`src/rtl/fetch_unit.sv`:
```
// ============================================================================
// Module   : fetch_unit
// Brief    : Instruction-fetch stage: PC, imem req/ack handshake, IF/ID
//            register, jump/branch redirect with squash, one-word skid.
//            Optional macro FETCH_PERF_EN enables the performance counters.
// Revision : 1.0 - initial release
// ============================================================================
`default_nettype none

module fetch_unit #(
    parameter logic [31:0] RESET_PC = 32'h0000_0000
) (
    input  logic        clk,
    input  logic        rst,
    output logic        imem_req,
    output logic [31:0] imem_addr,
    input  logic        imem_ack,
    input  logic [31:0] imem_rdata,
    input  logic        stall,
    input  logic        jump,
    input  logic [31:0] jump_target,
    input  logic        branch,
    input  logic        zero,
    input  logic [31:0] branch_target,
    output logic        if_valid,
    output logic [31:0] if_instr,
    output logic [5:0]  if_opcode,
    output logic [5:0]  if_funct,
    output logic [31:0] if_pc,
    output logic [31:0] if_pc_plus4,
    output logic [31:0] perf_fetch_cnt,
    output logic [15:0] perf_squash_cnt
);

    localparam logic [1:0] S_IDLE   = 2'd0;
    localparam logic [1:0] S_REQ    = 2'd1;
    localparam logic [1:0] S_SQUASH = 2'd2;
    localparam logic [1:0] S_SKID   = 2'd3;

    logic [1:0]  r_state;
    logic [1:0]  w_next_state;
    logic        r_imem_req;
    logic [31:0] r_pc;
    logic [31:0] r_pend;
    logic [31:0] r_skid_instr;
    logic [31:0] r_skid_pc;
    logic        r_valid;
    logic [31:0] r_instr;
    logic [31:0] r_if_pc;

    logic        w_redirect;
    logic [31:0] w_target;
    logic        w_accept;

    logic        w_load_ifid_mem;
    logic        w_load_ifid_skid;
    logic        w_load_skid;
    logic        w_pc_inc;
    logic        w_pc_target;
    logic        w_pc_pend;
    logic        w_pend_load;

    assign w_redirect = r_valid && (jump || (branch && zero));
    assign w_target   = jump ? jump_target : branch_target;
    assign w_accept   = !r_valid || !stall || w_redirect;

    // State register; imem_req is registered from the next state
    always_ff @(posedge clk) begin
        if (rst) begin
            r_state    <= S_IDLE;
            r_imem_req <= 1'b0;
        end else begin
            r_state    <= w_next_state;
            r_imem_req <= (w_next_state == S_REQ) || (w_next_state == S_SQUASH);
        end
    end

    always_comb begin
        w_next_state = r_state;
        case (r_state)
            S_IDLE:   w_next_state = S_REQ;
            S_REQ: begin
                if (imem_ack && !w_redirect && !w_accept)
                    w_next_state = S_SKID;
                else if (!imem_ack && w_redirect)
                    w_next_state = S_SQUASH;
            end
            S_SQUASH: if (imem_ack) w_next_state = S_REQ;
            S_SKID:   if (w_redirect || !stall) w_next_state = S_REQ;
            default:  w_next_state = S_IDLE;
        endcase
    end

    always_comb begin
        w_load_ifid_mem  = 1'b0;
        w_load_ifid_skid = 1'b0;
        w_load_skid      = 1'b0;
        w_pc_inc         = 1'b0;
        w_pc_target      = 1'b0;
        w_pc_pend        = 1'b0;
        w_pend_load      = 1'b0;
        case (r_state)
            S_REQ: begin
                if (imem_ack) begin
                    if (w_redirect) begin
                        w_pc_target = 1'b1;
                    end else if (w_accept) begin
                        w_load_ifid_mem = 1'b1;
                        w_pc_inc        = 1'b1;
                    end else begin
                        w_load_skid = 1'b1;
                        w_pc_inc    = 1'b1;
                    end
                end else if (w_redirect) begin
                    w_pend_load = 1'b1;
                end
            end
            S_SQUASH: begin
                if (w_redirect)
                    w_pend_load = 1'b1;
                // The newest redirect wins if it coincides with the ack
                if (imem_ack) begin
                    if (w_redirect)
                        w_pc_target = 1'b1;
                    else
                        w_pc_pend = 1'b1;
                end
            end
            S_SKID: begin
                if (w_redirect)
                    w_pc_target = 1'b1;
                else if (!stall)
                    w_load_ifid_skid = 1'b1;
            end
            default: ;
        endcase
    end

    always_ff @(posedge clk) begin
        if (rst) begin
            r_pc         <= RESET_PC;
            r_pend       <= 32'h0;
            r_skid_instr <= 32'h0;
            r_skid_pc    <= 32'h0;
            r_valid      <= 1'b0;
            r_instr      <= 32'h0;
            r_if_pc      <= 32'h0;
        end else begin
            if (w_pc_target)
                r_pc <= w_target;
            else if (w_pc_pend)
                r_pc <= r_pend;
            else if (w_pc_inc)
                r_pc <= r_pc + 32'd4;

            if (w_pend_load)
                r_pend <= w_target;

            if (w_load_skid) begin
                r_skid_instr <= imem_rdata;
                r_skid_pc    <= r_pc;
            end

            if (w_load_ifid_mem) begin
                r_instr <= imem_rdata;
                r_if_pc <= r_pc;
            end else if (w_load_ifid_skid) begin
                r_instr <= r_skid_instr;
                r_if_pc <= r_skid_pc;
            end

            // Entry survives only if it is neither consumed nor redirected
            if (w_load_ifid_mem || w_load_ifid_skid)
                r_valid <= 1'b1;
            else
                r_valid <= r_valid && stall && !w_redirect;
        end
    end

`ifdef FETCH_PERF_EN
    logic        w_discard;
    logic [31:0] r_fetch_cnt;
    logic [15:0] r_squash_cnt;

    assign w_discard = ((r_state == S_REQ)    && imem_ack && w_redirect) ||
                       ((r_state == S_SQUASH) && imem_ack) ||
                       ((r_state == S_SKID)   && w_redirect);

    always_ff @(posedge clk) begin
        if (rst) begin
            r_fetch_cnt  <= 32'h0;
            r_squash_cnt <= 16'h0;
        end else begin
            if (w_load_ifid_mem || w_load_skid)
                r_fetch_cnt <= r_fetch_cnt + 32'd1;
            if (w_discard)
                r_squash_cnt <= r_squash_cnt + 16'd1;
        end
    end

    assign perf_fetch_cnt  = r_fetch_cnt;
    assign perf_squash_cnt = r_squash_cnt;
`else
    assign perf_fetch_cnt  = 32'h0;
    assign perf_squash_cnt = 16'h0;
`endif

    assign imem_req    = r_imem_req;
    assign imem_addr   = r_pc;
    assign if_valid    = r_valid;
    assign if_instr    = r_instr;
    assign if_opcode   = r_instr[31:26];
    assign if_funct    = r_instr[5:0];
    assign if_pc       = r_if_pc;
    assign if_pc_plus4 = r_if_pc + 32'd4;

endmodule

`default_nettype wire

```
`config.mk`:
```
export PLATFORM = sky130hd
export DESIGN_NAME = fetch_unit
export DESIGN_NICKNAME = d
export VERILOG_FILES = /design/src/rtl/fetch_unit.sv
export SDC_FILE = /design/constraint.sdc
export NUM_CORES = 1
export LEC_CHECK = 0
export CORE_AREA = 2 2 163 165
export CTS_CLUSTER_SIZE = 8
export DETAILED_ROUTE_END_ITERATION = 6
export DIE_AREA = 0 0 165 167
export GPL_TIMING_DRIVEN = 0
export PLACE_DENSITY = 0.69
export SLEW_MARGIN = 10
export SYNTH_ARGS = -nofsm -noshare
export SYNTH_HDL_FRONTEND = slang
export SYNTH_SLANG_ARGS = --single-unit
```
`constraint.sdc`:
```
create_clock -name clk -period 3.59 [get_ports clk]
set_input_delay 0.718 -clock clk [delete_from_list [all_inputs] [get_ports clk]]
set_output_delay 0.718 -clock clk [all_outputs]
set_load 0.05 [all_outputs]
```
==> out/results.ini <==
[sta]
rsz0062_at_grt = no
min_period_over_period_pct = 94.1
skew_ns = 0.0109
final_hold_viol_count = 0
holdWs_ns = 0.456
max_freq_mhz = 296
min_period_ns = 3.38
setup_tns_ns = 0
finalSetupViolations = 0
finalMaxSlewViolations = 0
slew_headroom_pct = 40.0
tightestPinTransition_ns = 0.895

[logic_synthesis]
yosysUniqueCellTypes = 68
synth.top_cell.area_share_pct = 38.4
synth-async-reset-ratio_pct = 0
synth_cells = 1229
syn_area_per_cell_um2 = 8.31
ys_top_cells_by_area = dfxtp_1, mux2i_1, a211oi_1, nand2_1, a21oi_1
synth-seq-cells = 196
synth_top_cell_by_area = dfxtp_1
synth_area_mm2 = 0.0102
synth-edff-count = 0
yosysWarnings = 0
seq_area_frac_synth_pct = 38.4
ys.flop_type = dfxtp_1

[global_route]
grt_pass1_wl_mm = 51.2
grt_pass1_vias = 9295
grt_use_total_pct = 23.8
grt_max_degree = 18
gr-total-overflow = 0
antenna_found_initial = 2

[clocking]
cts_tree = built
htreeDepth = 4
cts_buffers = 17
insertion_delay_ns = 0.43
postCtsSetupBuffers = 0
path_clk_slew_ns = 0.07
clockBufferDepth = 2
cts-root-buf = clkbuf_16
cts.sink_count = 196

[setup_path]
ff2ff_path_depth = 6
worstSetupPathType = reg -> out
cp-endpoint = if_pc_plus4[31]
crit_start = if_pc[4]
max_stage_delay_ns = 0.46
startpoint_type = register
end_kind = primary output
cp.depth = 7
path_max_fanout = 7
critical_path.cell_chain = and4_2 -> nand4_2 -> or3_1 -> buf_2 -> nor3_2 -> xor2_1 -> clkbuf_4
r2r_slack_ns = 1.03
critPathBufInv = 2
path_delay_family = simple AND/OR/NAND/NOR gates
reg2reg_from = imem_addr[2]
rr_endpoint = imem_addr[30]
crit_required_ns = 2.87
arrival_ns = 2.66
slowest_stage = dfxtp_1

[placed_design]
dp_hpwl_mm = 24.7
portBuffers = 240
placed_cell_area_mm2 = 0.0132
dp_cells = 1851
gp_congestion = 0.952

[floorplanning]
start_util_pct = 39.7
rows = 59
die_y_um = 167
io_pins = 293
die-area_mm2 = 0.0276
core_mm2 = 0.0258
die_w_um = 165

[min_path]
holdCritPathClass = reg -> reg
worstHoldStart = r_skid_pc[6]

[layout]
layout_common_cells = clkdlybuf4s50_1, dfxtp_1, nand2_1, nor2_1, a21oi_1
areaGrowthSynthToFinish_pct = 34.9
drive_gt1_share_pct = 12.2
fin_nets = 1643
fin_area_mm2 = 0.0138
final_common_cell = clkdlybuf4s50_1
fin_util_pct = 53.5
fin_cells = 1884

[drt]
drtIter0Drc = 799
vias_per_cell = 5.25
wl_per_cell_um = 17.9
vias = 9894
post-route-drc-count = 0
dr.pass1.iters = 6
ant_nets = 0
drt-total-wl_mm = 33.6

[flow_run]
maxCapViolations = 0

[power_and_ir_drop]
irDropWorstVdd_mv = 0.237
power_density_mw_per_mm2 = 395
p_leak_uw = 0.00515

[run_status]
status = finished clean

## what timing repair did
item	CTS	global route
setup endpoints to repair	15	17
gates resized for setup	28	12
hold buffers	0	0
gates cloned	0	0
hold endpoints to repair	0	0
## synth_stat cells, types with 18 or more instances
library cell / instances
a21oi_1: 97
buf_2: 42
xnor2_1: 18
clkbuf_1: 46
buf_4: 64
nand3_1: 27
nor3_1: 28
mux2i_1: 93
a211oi_1: 95
nand2_1: 172
dfxtp_1: 196
nor2_1: 122
o21ai_0: 24
## registers in the layout, summed over array words and instances, names as in the netlist
name          cells
if_instr         32
if_pc            32
if_valid          1
imem_addr        32
imem_req          1
r_pend           32
r_skid_instr     32
r_skid_pc        32
r_state           2
## worst min path at each step
stage,slack [ns],to,cells after the start
floorplan,0.44,r_skid_instr[0],2
global placement,0.44,r_skid_instr[18],2
detailed placement,0.45,r_skid_pc[6],2
CTS,0.46,r_skid_pc[6],2
global route,0.47,r_skid_pc[30],2
finish,0.46,r_skid_pc[6],2
## where the power goes
| part | total (uW) | internal [uW] | leakage (uW) | switching (uW) |
|---|---|---|---|---|
| Combinational | 1170 | 412 | 0.00326 | 760 |
| Clock | 1950 | 1070 | 0.000291 | 885 |
| Sequential | 2320 | 2240 | 0.00159 | 77.7 |
| Total | 5440 | 3720 | 0.00515 | 1720 |
## tightest hold or removal path, delay by kind of cell, from the launching register on
family             cells  cell delay [ns]
and+or+nand+nor        1             0.05
DFF                    1             0.31
AOI/OAI and AO/OA      1             0.05
## metal layers
metal  global-route usage (%)  up-vias  part of all wire (%)
met1                     31.4     4581                    43
met2                     38.2      428                    46
li1                         -     4834                     -
met3                     5.13       51                   8.0
met4                     8.85        0                   2.6
met5                        0        -                     0
## per-stage QoR
stage / power (uW) / setup slack [ns]
floorplan: 3120 / 0.206
global placement: 3530 / -0.0195
detailed placement: 3540 / -0.0167
CTS: 5460 / 0.0123
global route: 5610 / 0.000769
finish: 5440 / 0.211
## final cells by class
class                   instances  area, um^2
inverters                      17        63.8
plain buffers                 163         952
diodes                          2        5.00
clock buffers                  21         450
well taps                     335         419
fillers                      2449       12000
multi-input cells             899        5450
flip-flops and latches        196        3920
clock inverters                11         140
repair buffers                240        2380
## cells by family after synthesis
logic type	count (synthesis)	synth area share, %
AND/OR/NAND/NOR	423	19.3
AO/OA/AOI/OAI	285	18.4
flip-flops	196	38.4
buffers and inverters	181	9.98
multiplexers	102	10.1
XOR/XNOR	35	3.00
adder cells (fa/ha/maj)	6	0.735
other	1	0.0367
No activity file was read; power rests on OpenSTA's default activity.
